<file path="config.mk">
export PLATFORM = sky130hd
export DESIGN_NAME = sha256_compress
export DESIGN_NICKNAME = d
export VERILOG_FILES = /design/src/rtl/sha256_pkg.sv /design/src/rtl/sha256_round.sv /design/src/rtl/sha256_compress.sv
export SDC_FILE = /design/constraint.sdc
export NUM_CORES = 2
export LEC_CHECK = 0
export BUFFER_PORTS_ARGS = -buffer_cell sky130_fd_sc_hd__buf_2
export CORE_MARGIN = 1.5
export CORE_UTILIZATION = 39
export CTS_BUF_LIST = sky130_fd_sc_hd__clkbuf_4
export CTS_CLUSTER_DIAMETER = 40
export DETAILED_ROUTE_END_ITERATION = 8
export GPL_TIMING_DRIVEN = 0
export SETUP_SLACK_MARGIN = 0.5
export SYNTH_ARGS = -nofsm -noshare
export SYNTH_HDL_FRONTEND = slang
export SYNTH_HIERARCHICAL = 1
export SYNTH_SLANG_ARGS = --single-unit
</file>
<file path="constraint.sdc">
create_clock -name clk_i -period 10 [get_ports clk_i]
set_clock_uncertainty 0.2 [all_clocks]
set_input_delay 1 -clock clk_i [delete_from_list [all_inputs] [get_ports clk_i]]
set_output_delay 1 -clock clk_i [all_outputs]
set_load 0.05 [all_outputs]
</file>
<file path="src/rtl/sha256_pkg.sv">
// Shared SHA-256 constants, state encoding and bit-mixing helpers.
// The schedule stage reuses the small-sigma functions from here.
package sha256_pkg;

  localparam int N      = 32;
  localparam int ROUNDS = 64;

  typedef enum logic [1:0] {
    ST_IDLE  = 2'd0,
    ST_ROUND = 2'd1,
    ST_FINAL = 2'd2
  } state_t;

  localparam logic [31:0] K [0:63] = '{
    32'h428a2f98, 32'h71374491, 32'hb5c0fbcf, 32'he9b5dba5,
    32'h3956c25b, 32'h59f111f1, 32'h923f82a4, 32'hab1c5ed5,
    32'hd807aa98, 32'h12835b01, 32'h243185be, 32'h550c7dc3,
    32'h72be5d74, 32'h80deb1fe, 32'h9bdc06a7, 32'hc19bf174,
    32'he49b69c1, 32'hefbe4786, 32'h0fc19dc6, 32'h240ca1cc,
    32'h2de92c6f, 32'h4a7484aa, 32'h5cb0a9dc, 32'h76f988da,
    32'h983e5152, 32'ha831c66d, 32'hb00327c8, 32'hbf597fc7,
    32'hc6e00bf3, 32'hd5a79147, 32'h06ca6351, 32'h14292967,
    32'h27b70a85, 32'h2e1b2138, 32'h4d2c6dfc, 32'h53380d13,
    32'h650a7354, 32'h766a0abb, 32'h81c2c92e, 32'h92722c85,
    32'ha2bfe8a1, 32'ha81a664b, 32'hc24b8b70, 32'hc76c51a3,
    32'hd192e819, 32'hd6990624, 32'hf40e3585, 32'h106aa070,
    32'h19a4c116, 32'h1e376c08, 32'h2748774c, 32'h34b0bcb5,
    32'h391c0cb3, 32'h4ed8aa4a, 32'h5b9cca4f, 32'h682e6ff3,
    32'h748f82ee, 32'h78a5636f, 32'h84c87814, 32'h8cc70208,
    32'h90befffa, 32'ha4506ceb, 32'hbef9a3f7, 32'hc67178f2
  };

  localparam logic [31:0] IV [0:7] = '{
    32'h6a09e667, 32'hbb67ae85, 32'h3c6ef372, 32'ha54ff53a,
    32'h510e527f, 32'h9b05688c, 32'h1f83d9ab, 32'h5be0cd19
  };

  function automatic logic [31:0] rotr(input logic [31:0] x, input int unsigned n);
    logic [63:0] y;
    y = {x, x} >> n;
    return y[31:0];
  endfunction

  function automatic logic [31:0] big_sigma0(input logic [31:0] x);
    return rotr(x, 2) ^ rotr(x, 13) ^ rotr(x, 22);
  endfunction

  function automatic logic [31:0] big_sigma1(input logic [31:0] x);
    return rotr(x, 6) ^ rotr(x, 11) ^ rotr(x, 25);
  endfunction

  function automatic logic [31:0] small_sigma0(input logic [31:0] x);
    return rotr(x, 7) ^ rotr(x, 18) ^ (x >> 3);
  endfunction

  function automatic logic [31:0] small_sigma1(input logic [31:0] x);
    return rotr(x, 17) ^ rotr(x, 19) ^ (x >> 10);
  endfunction

  function automatic logic [31:0] ch(input logic [31:0] e, input logic [31:0] f,
                                     input logic [31:0] g);
    return (e & f) ^ (~e & g);
  endfunction

  function automatic logic [31:0] maj(input logic [31:0] a, input logic [31:0] b,
                                      input logic [31:0] c);
    return (a & b) ^ (a & c) ^ (b & c);
  endfunction

endpackage

</file>
<file path="src/rtl/sha256_round.sv">
// One SHA-256 round, purely combinational: working variables a..h
// (index 0..7) plus K_t and W_t in, rotated/updated a..h out.
module sha256_round
  import sha256_pkg::*;
(
  input  logic [31:0] v_i [0:7],
  input  logic [31:0] k_i,
  input  logic [31:0] w_i,
  output logic [31:0] v_o [0:7]
);

  logic [31:0] t1;
  logic [31:0] t2;

  // Round function; all sums wrap modulo 2^32.
  always_comb begin
    t1 = v_i[7] + big_sigma1(v_i[4]) + ch(v_i[4], v_i[5], v_i[6]) + k_i + w_i;
    t2 = big_sigma0(v_i[0]) + maj(v_i[0], v_i[1], v_i[2]);
    v_o[0] = t1 + t2;
    v_o[1] = v_i[0];
    v_o[2] = v_i[1];
    v_o[3] = v_i[2];
    v_o[4] = v_i[3] + t1;
    v_o[5] = v_i[4];
    v_o[6] = v_i[5];
    v_o[7] = v_i[6];
  end

endmodule

</file>
<file path="src/rtl/sha256_compress.sv">
// SHA-256 compression stage: takes W0..W63 one per accepted beat, runs one
// round per beat, then folds a..h into the chaining hash. H persists across
// blocks so multi-block messages chain without outside help.
//
// state    | meaning
// ST_IDLE  | waiting for start_i; done_o pulses here right after ST_FINAL
// ST_ROUND | accepting schedule words, one round per accepted beat
// ST_FINAL | single cycle adding a..h into H
module sha256_compress
  import sha256_pkg::*;
#(
  parameter int N      = 32,
  parameter int ROUNDS = 64
) (
  input  logic         clk_i,
  input  logic         rst_i,
  input  logic         start_i,
  input  logic         first_blk_i,
  input  logic [N-1:0] w_i,
  input  logic         w_valid_i,
  output logic         w_ready_o,
  output logic         busy_o,
  output logic         done_o,
  output logic [N-1:0] h_o [0:7]
);

  localparam logic [5:0] T_LAST = 6'(ROUNDS - 1);

  state_t      state_q, state_d;
  logic [5:0]  t_q, t_d;
  logic        done_q, done_d;
  logic [31:0] v_q [0:7];
  logic [31:0] v_d [0:7];
  logic [31:0] h_q [0:7];
  logic [31:0] h_d [0:7];
  logic [31:0] v_rnd [0:7];

  sha256_round u_round (
    .v_i (v_q),
    .k_i (K[t_q]),
    .w_i (w_i),
    .v_o (v_rnd)
  );

  // Next-state, counter, working-variable and hash update.
  always_comb begin
    state_d = state_q;
    t_d     = t_q;
    done_d  = 1'b0;
    for (int i = 0; i < 8; i++) begin
      v_d[i] = v_q[i];
      h_d[i] = h_q[i];
    end
    unique case (state_q)
      ST_IDLE: begin
        if (start_i) begin
          state_d = ST_ROUND;
          t_d     = '0;
          for (int i = 0; i < 8; i++) begin
            if (first_blk_i) begin
              v_d[i] = IV[i];
              h_d[i] = IV[i];
            end else begin
              v_d[i] = h_q[i];
            end
          end
        end
      end
      ST_ROUND: begin
        if (w_valid_i) begin
          for (int i = 0; i < 8; i++) v_d[i] = v_rnd[i];
          if (t_q == T_LAST) begin
            t_d     = '0;
            state_d = ST_FINAL;
          end else begin
            t_d = t_q + 6'd1;
          end
        end
      end
      ST_FINAL: begin
        for (int i = 0; i < 8; i++) h_d[i] = h_q[i] + v_q[i];
        state_d = ST_IDLE;
        done_d  = 1'b1;
      end
      default: state_d = ST_IDLE;
    endcase
  end

  // State, counter, working and hash registers; reset aborts any block.
  always_ff @(posedge clk_i or negedge rst_i) begin
    if (!rst_i) begin
      state_q <= ST_IDLE;
      t_q     <= '0;
      done_q  <= 1'b0;
      for (int i = 0; i < 8; i++) begin
        v_q[i] <= '0;
        h_q[i] <= '0;
      end
    end else begin
      state_q <= state_d;
      t_q     <= t_d;
      done_q  <= done_d;
      for (int i = 0; i < 8; i++) begin
        v_q[i] <= v_d[i];
        h_q[i] <= h_d[i];
      end
    end
  end

  assign w_ready_o = (state_q == ST_ROUND);
  assign busy_o    = (state_q == ST_ROUND) || (state_q == ST_FINAL);
  assign done_o    = done_q;
  assign h_o       = h_q;

endmodule

</file>
## Yosys cells after proc, flatten, opt, wreduce, memory -nomap -nowiden

Memory sizes are Yosys's and may differ from the RTL's.
Index checks and enable logic that the tools add are counted.

- Output and inout port bits: 259
- ROM bits: 2048
- Word-level logic and storage cells: 87
- Input bits: 37
- Register bits after elaboration: 521
- Memories kept: 1

Memories:

| memory | depth | bits a word | read ports | clocked after Yosys merged registers in | write ports | line | text |
|---|---|---|---|---|---|---|---|
| (no name shown) | 64 | 32 | 1 | 0 | 0 | sha256_compress.sv:40 | `.k_i (K[t_q]),` |

- Bitwise operators: 14
- Magnitude comparators: 1
- $add $sub $neg: 16
- Equal/unequal tests: 6
- Reductions and logical operators: 7
- Muxes and demuxes: 23

Operators by type and width:

| kind | number |
|---|---|
| case mux 256 bit (2 select lines) | 2 |
| 2-to-1 mux 256 bit | 2 |
| adder 32 bit | 15 |
| 2-to-1 mux 32 bit | 10 |
| XOR 32 bit | 7 |
| bitwise AND 32 bit | 5 |
| NOT 32 bit | 1 |
| 2-to-1 mux 6 bit | 3 |
| case mux 6 bit (2 select lines) | 1 |
| >= comparator 7 bit (second input constant) | 1 |
| NOT 6 -> 7 bit | 1 |
| adder 6 x 1 -> 6 bit (second input constant) | 1 |
| == test 6 bit (second input constant) | 1 |
| 2-to-1 mux 2 bit | 3 |
| AND reduction 3 bit | 2 |
| != test 2 bit (second input constant) | 2 |
| case mux 2 bit (2 select lines) | 1 |
| nonzero test 2 bit | 2 |
| == test 2 x 1 -> 1 bit (second input constant) | 1 |
| == test 2 bit (second input constant) | 1 |
| logical NOT 2 bit | 1 |
| != test 2 x 1 -> 1 bit (second input constant) | 1 |
| AND reduction 2 bit | 1 |
| logical OR 1 bit | 1 |
| 2-to-1 mux 1 bit | 1 |

## Longest topological paths before layout

- Depth after elaboration: 9
- Gate-level depth with buffers: 44
- Mapped depth without buffers: 40

## Hierarchy

The synthesis kept the hierarchy.

Modules (own cells, without submodules):

| module | area an instance (µm²) | cells an instance | times used |
|---|---|---|---|
| sha256_compress | 35911.9 | 4249 | 1 |
| sha256_round | 11053.1 | 1369 | 1 |

## Least setup slack after synthesis

No wires, ideal clock.

- Path kind: flip-flop to flip-flop
- From: reg t_q[2]
- To: reg v_q[255] in the netlist's numbering
- Path buffers: 5
- Period minus slack after synthesis: 8972 ps
- Library setup time: 126 ps
- Arrival time: 8646 ps
- Stages on the path, launching flop included: 43
- Slack: 1028 ps
- Path through: dfrtp_1 -> clkbuf_1 -> inv_1 -> clkbuf_1 -> clkbuf_1 -> buf_1 -> ha_1 -> a221o_1 -> nand3_1 -> o21ai_0 -> a21oi_1 -> inv_1 -> fa_1 -> fa_1 -> inv_1 -> fa_1 -> ha_1 -> fa_1 -> [7 not listed] -> o21a_1 -> nor2_1 -> xor2_1 -> fa_1 -> inv_1 -> ha_1 -> clkbuf_1 -> a21oi_1 -> o21ai_0 -> nor3_1 -> o21ai_1 -> a31oi_1 -> o21ai_1 -> o41ai_1 -> xnor2_1 -> xnor2_1 -> a221oi_1 -> nor2_1

RTL lines:

| element | line | text |
|---|---|---|
| from (decl) | sha256_compress.sv:30 | `logic [5:0] t_q, t_d;` |
| from (signal assigned) | sha256_compress.sv:101 | `t_q <= t_d;` |
| to (signal, indexed assignment) | sha256_compress.sv:104 | `v_q[i] <= v_d[i];` |
| to (decl) | sha256_compress.sv:32 | `logic [31:0] v_q [0:7];` |

==> key figures <==
Synth
  – Post-Syn Area: 46,970 sq um
  – EDFF count, synth: 0
  – Async S/R FF share, synth: 1.000
  – Top-count cell post-synth: nor2_1
  – Syn Area/Cell: 8.360 sq um
  – Netlist cell types: 95
  – Ys Warns: 6
  – Syn nets: 6,149
  – Register area share after synthesis: 0.2776
  – Yosys reg bits: 521
  – Post-Synthesis Cells: 5,618
  – Area leader, netlist: dfrtp_1
  – Dominant cells by area after synthesis: dfrtp_1 28%, ha_1 9.6%, fa_1 5.7%, xnor2_1 5.1%, a21oi_1 4.8%
  – Primary FF master, synth: dfrtp_1
  – Synth top cells by count: 567 x nor2_1, 521 x dfrtp_1, 469 x nand2_1
  – Post-synth top area share: 0.2776

Placement
  – # placed instances: 7,532
  – Routability Congestion: 1.031
  – Post-place instance area: 50,630 sq um
  – Port bufs: 295
  – DP HPWL: 173.2 mm

Timing
  – Final Max Tran Viols: 32
  – Worst Tran Pin Value: 1.553 ns
  – Min Tclk post-route: 9.355 ns
  – Max Clock Freq: 106.9 MHz
  – RSZ-0062 raised after global routing: false
  – Final setup fails: 0
  – Slew headroom: -0.03512
  – Min Hold Slack: 0.2061 ns
  – Fin crit share: 0.9355
  – Total Negative Setup Slacks: 0 ns
  – Fin. Hold Viols: 0

Job
  – Max_cap viols: 4

Cells and area
  – Fillers: 12,204
  – NumNets Final: 6,633
  – Final Instance Count excl. Fillers: 7,835
  – Share of cells above drive strength 1: 0.1589
  – Final Cell Area: 53,450 sq um
  – Area Overhead vs Synth: 13.80%

Critical path
  – Worst path slowest cell: fa_1
  – Critical path type: flip-flop to flip-flop
  – R2r worst-path depth: 37
  – Startpoint types: flip-flop
  – Worst EP arrival: 10.20 ns
  – Most used cell along the critical path: inv_1
  – Worst path required time: 10.85 ns
  – Critical path launch point: t_q[1]
  – Critical Path Max Stage Delay: 0.61 ns
  – Worst setup EP type: flip-flop
  – Worst setup endpoint: v_q[255]
  – Crit Reg-Reg Startpoint: t_q[1]
  – Critical path peak fanout: 11
  – R2r endpoint: v_q[255]
  – Internal reg-to-reg setup slack: 0.65 ns

Global routing
  – Global-route wire length before repair: 316.5 mm
  – GR met3 Demand/Resource: 0.06627
  – Met1 capacity usage during global routing: 0.4755
  – Largest net degree at the start of global routing: 117
  – M2 GR Usage: 0.5372
  – Peak-usage layer in the global routing report: met2
  – Total gr overflow: 0
  – Initial antenna violation count: 10
  – Vias in the first global route: 44,413
  – GRT Overall Usage: 0.3581

Clocking
  – Clock insertion delay at the later pin of the skew report: 1.21 ns
  – CTS buffer count: 159
  – Root buffer cell: clkbuf_4
  – Clock sink count: 521
  – Clk buf depth: 3
  – CTS tree: built
  – H-tree levels: 4
  – Reg clk slew, reported paths: 0.06 ns

Detailed routing
  – DRT Pass-1 Iters: 7
  – Drt wl/cell: 28.51 microns
  – Vias per cell: 5.974
  – Final wirelength: 223.4 mm
  – 1st-iter DRT viols: 5,108
  – Via count: 46,804
  – Antenna Nets Post-Route: 0
  – Drc violations: 0

Floorplanning
  – Core area: 119,700 sq um
  – Top Ports: 296
  – Initial core utilization: 0.3925
  – Die footprint: 122,500 sq um
  – Die height: 350.0 microns
  – Num rows: 127
  – Die X: 350.0 microns

Run status
  – Status: finished, violations left
  – Failing checks: max-capacitance violations, max-slew violations

Hold path
  – Hold Path Class: primary input to flip-flop
-- per-layer routing --
layer | wire (microns) | vias to the layer above | part of all wire
met5 | 38 | - | 0.00017
met4 | 15120 | 6 | 0.068
met3 | 19330 | 566 | 0.087
met2 | 95970 | 2408 | 0.43
met1 | 92950 | 22901 | 0.42
li1 | - | 20923 | -
-- worst min-delay path by stage --
stage | startpoint | endpoint | cells past startpoint | slack, ns
5_1_grt | first_blk_i | v_q[254] | 4 | 0.15
3_5_place_dp | v_q[8] | v_q[8] | 2 | 0.30
4_1_cts | first_blk_i | v_q[254] | 4 | 0.14
6_report | first_blk_i | v_q[254] | 4 | 0.21
3_3_place_gp | v_q[3] | v_q[3] | 2 | 0.30
2_1_floorplan | v_q[10] | v_q[10] | 2 | 0.28
-- kinds of logic after synthesis --
kind of cell	count (synthesis)	share of synthesized area
DFF	521	0.2776
xor gates and xnor gates	436	0.08160
muxes	54	0.01393
adders and majority gates	497	0.1535
and+or+nand+nor	1438	0.1350
AOI/OAI and AO/OA	1879	0.2597
buffers and inverters	793	0.07872
-- stage by stage --
step           worst slack (ns)    util
2_1_floorplan             1.028       -
3_3_place_gp             -3.765  0.4217
3_5_place_dp             -2.579  0.4231
4_1_cts                  0.5082  0.4443
5_1_grt                  0.4980  0.4466
6_report                 0.6454  0.4467
-- layout by cell type, fill, tap and decap left out, drive strengths merged, types with 28 or more instances in the layout --
master and n:
xnor2 271, xor2 164, o22ai 151, a21oi 455, o22a 29, clkbuf 466, a211oi 34, o21bai 50
and3 31, a31oi 49, o211ai 42, buf 552, clkinv 38, nor2 567, a21o 231, o21a 51
ha 361, mux2 31, fa 133, dfrtp 521, nand2b 52, nor2b 42, o21ai 464, nor3 63
nand3 78, nand2 470, a221oi 133, o31ai 28, inv 319
-- flip-flops by register name, indices dropped and copies added (netlist names) --
signal,flops
h_o,256
t_q,6
v_q,256
state_q,2
done_o,1
-- cell type report --
| cell class | count | area [sq um] | area share |
|---|---|---|---|
| multi-input cells | 4304 | 30600 | 0.5726 |
| flip-flops and latches | 521 | 13040 | 0.2440 |
| plain buffers | 474 | 2720 | 0.05090 |
| well taps | 1612 | 2017 | 0.03774 |
| repair buffers | 323 | 1813 | 0.03392 |
| clock buffers | 227 | 1704 | 0.03189 |
| inverters | 319 | 1202 | 0.02250 |
| clock inverters | 45 | 316.6 | 0.005923 |
| diodes | 10 | 25.02 | 0.0004682 |
-- timing repair --
item                                   4_1_cts  5_1_grt
cloned                                       0        0
gates resized for setup                    140       66
endpoints found under the hold margin      107        0
hold buffers                                 4        0
setup endpoints to repair                   54       15
pin swaps                                    7       14
buffers inserted                             9        8
-- critical path, delay by kind of cell, from the launching register on --
kind	cells	cell delay [ns]
AOI/OAI and AO/OA	13	3.07
DFF	1	0.47
adders and majority gates	7	3.11
xor gates and xnor gates	3	0.62
buffers and inverters	9	1.05
and+or+nand+nor	5	0.70
Power is left out: the tool's default activity adds up to more than one toggle a clock period on the data nets, which glitch-free logic cannot reach.
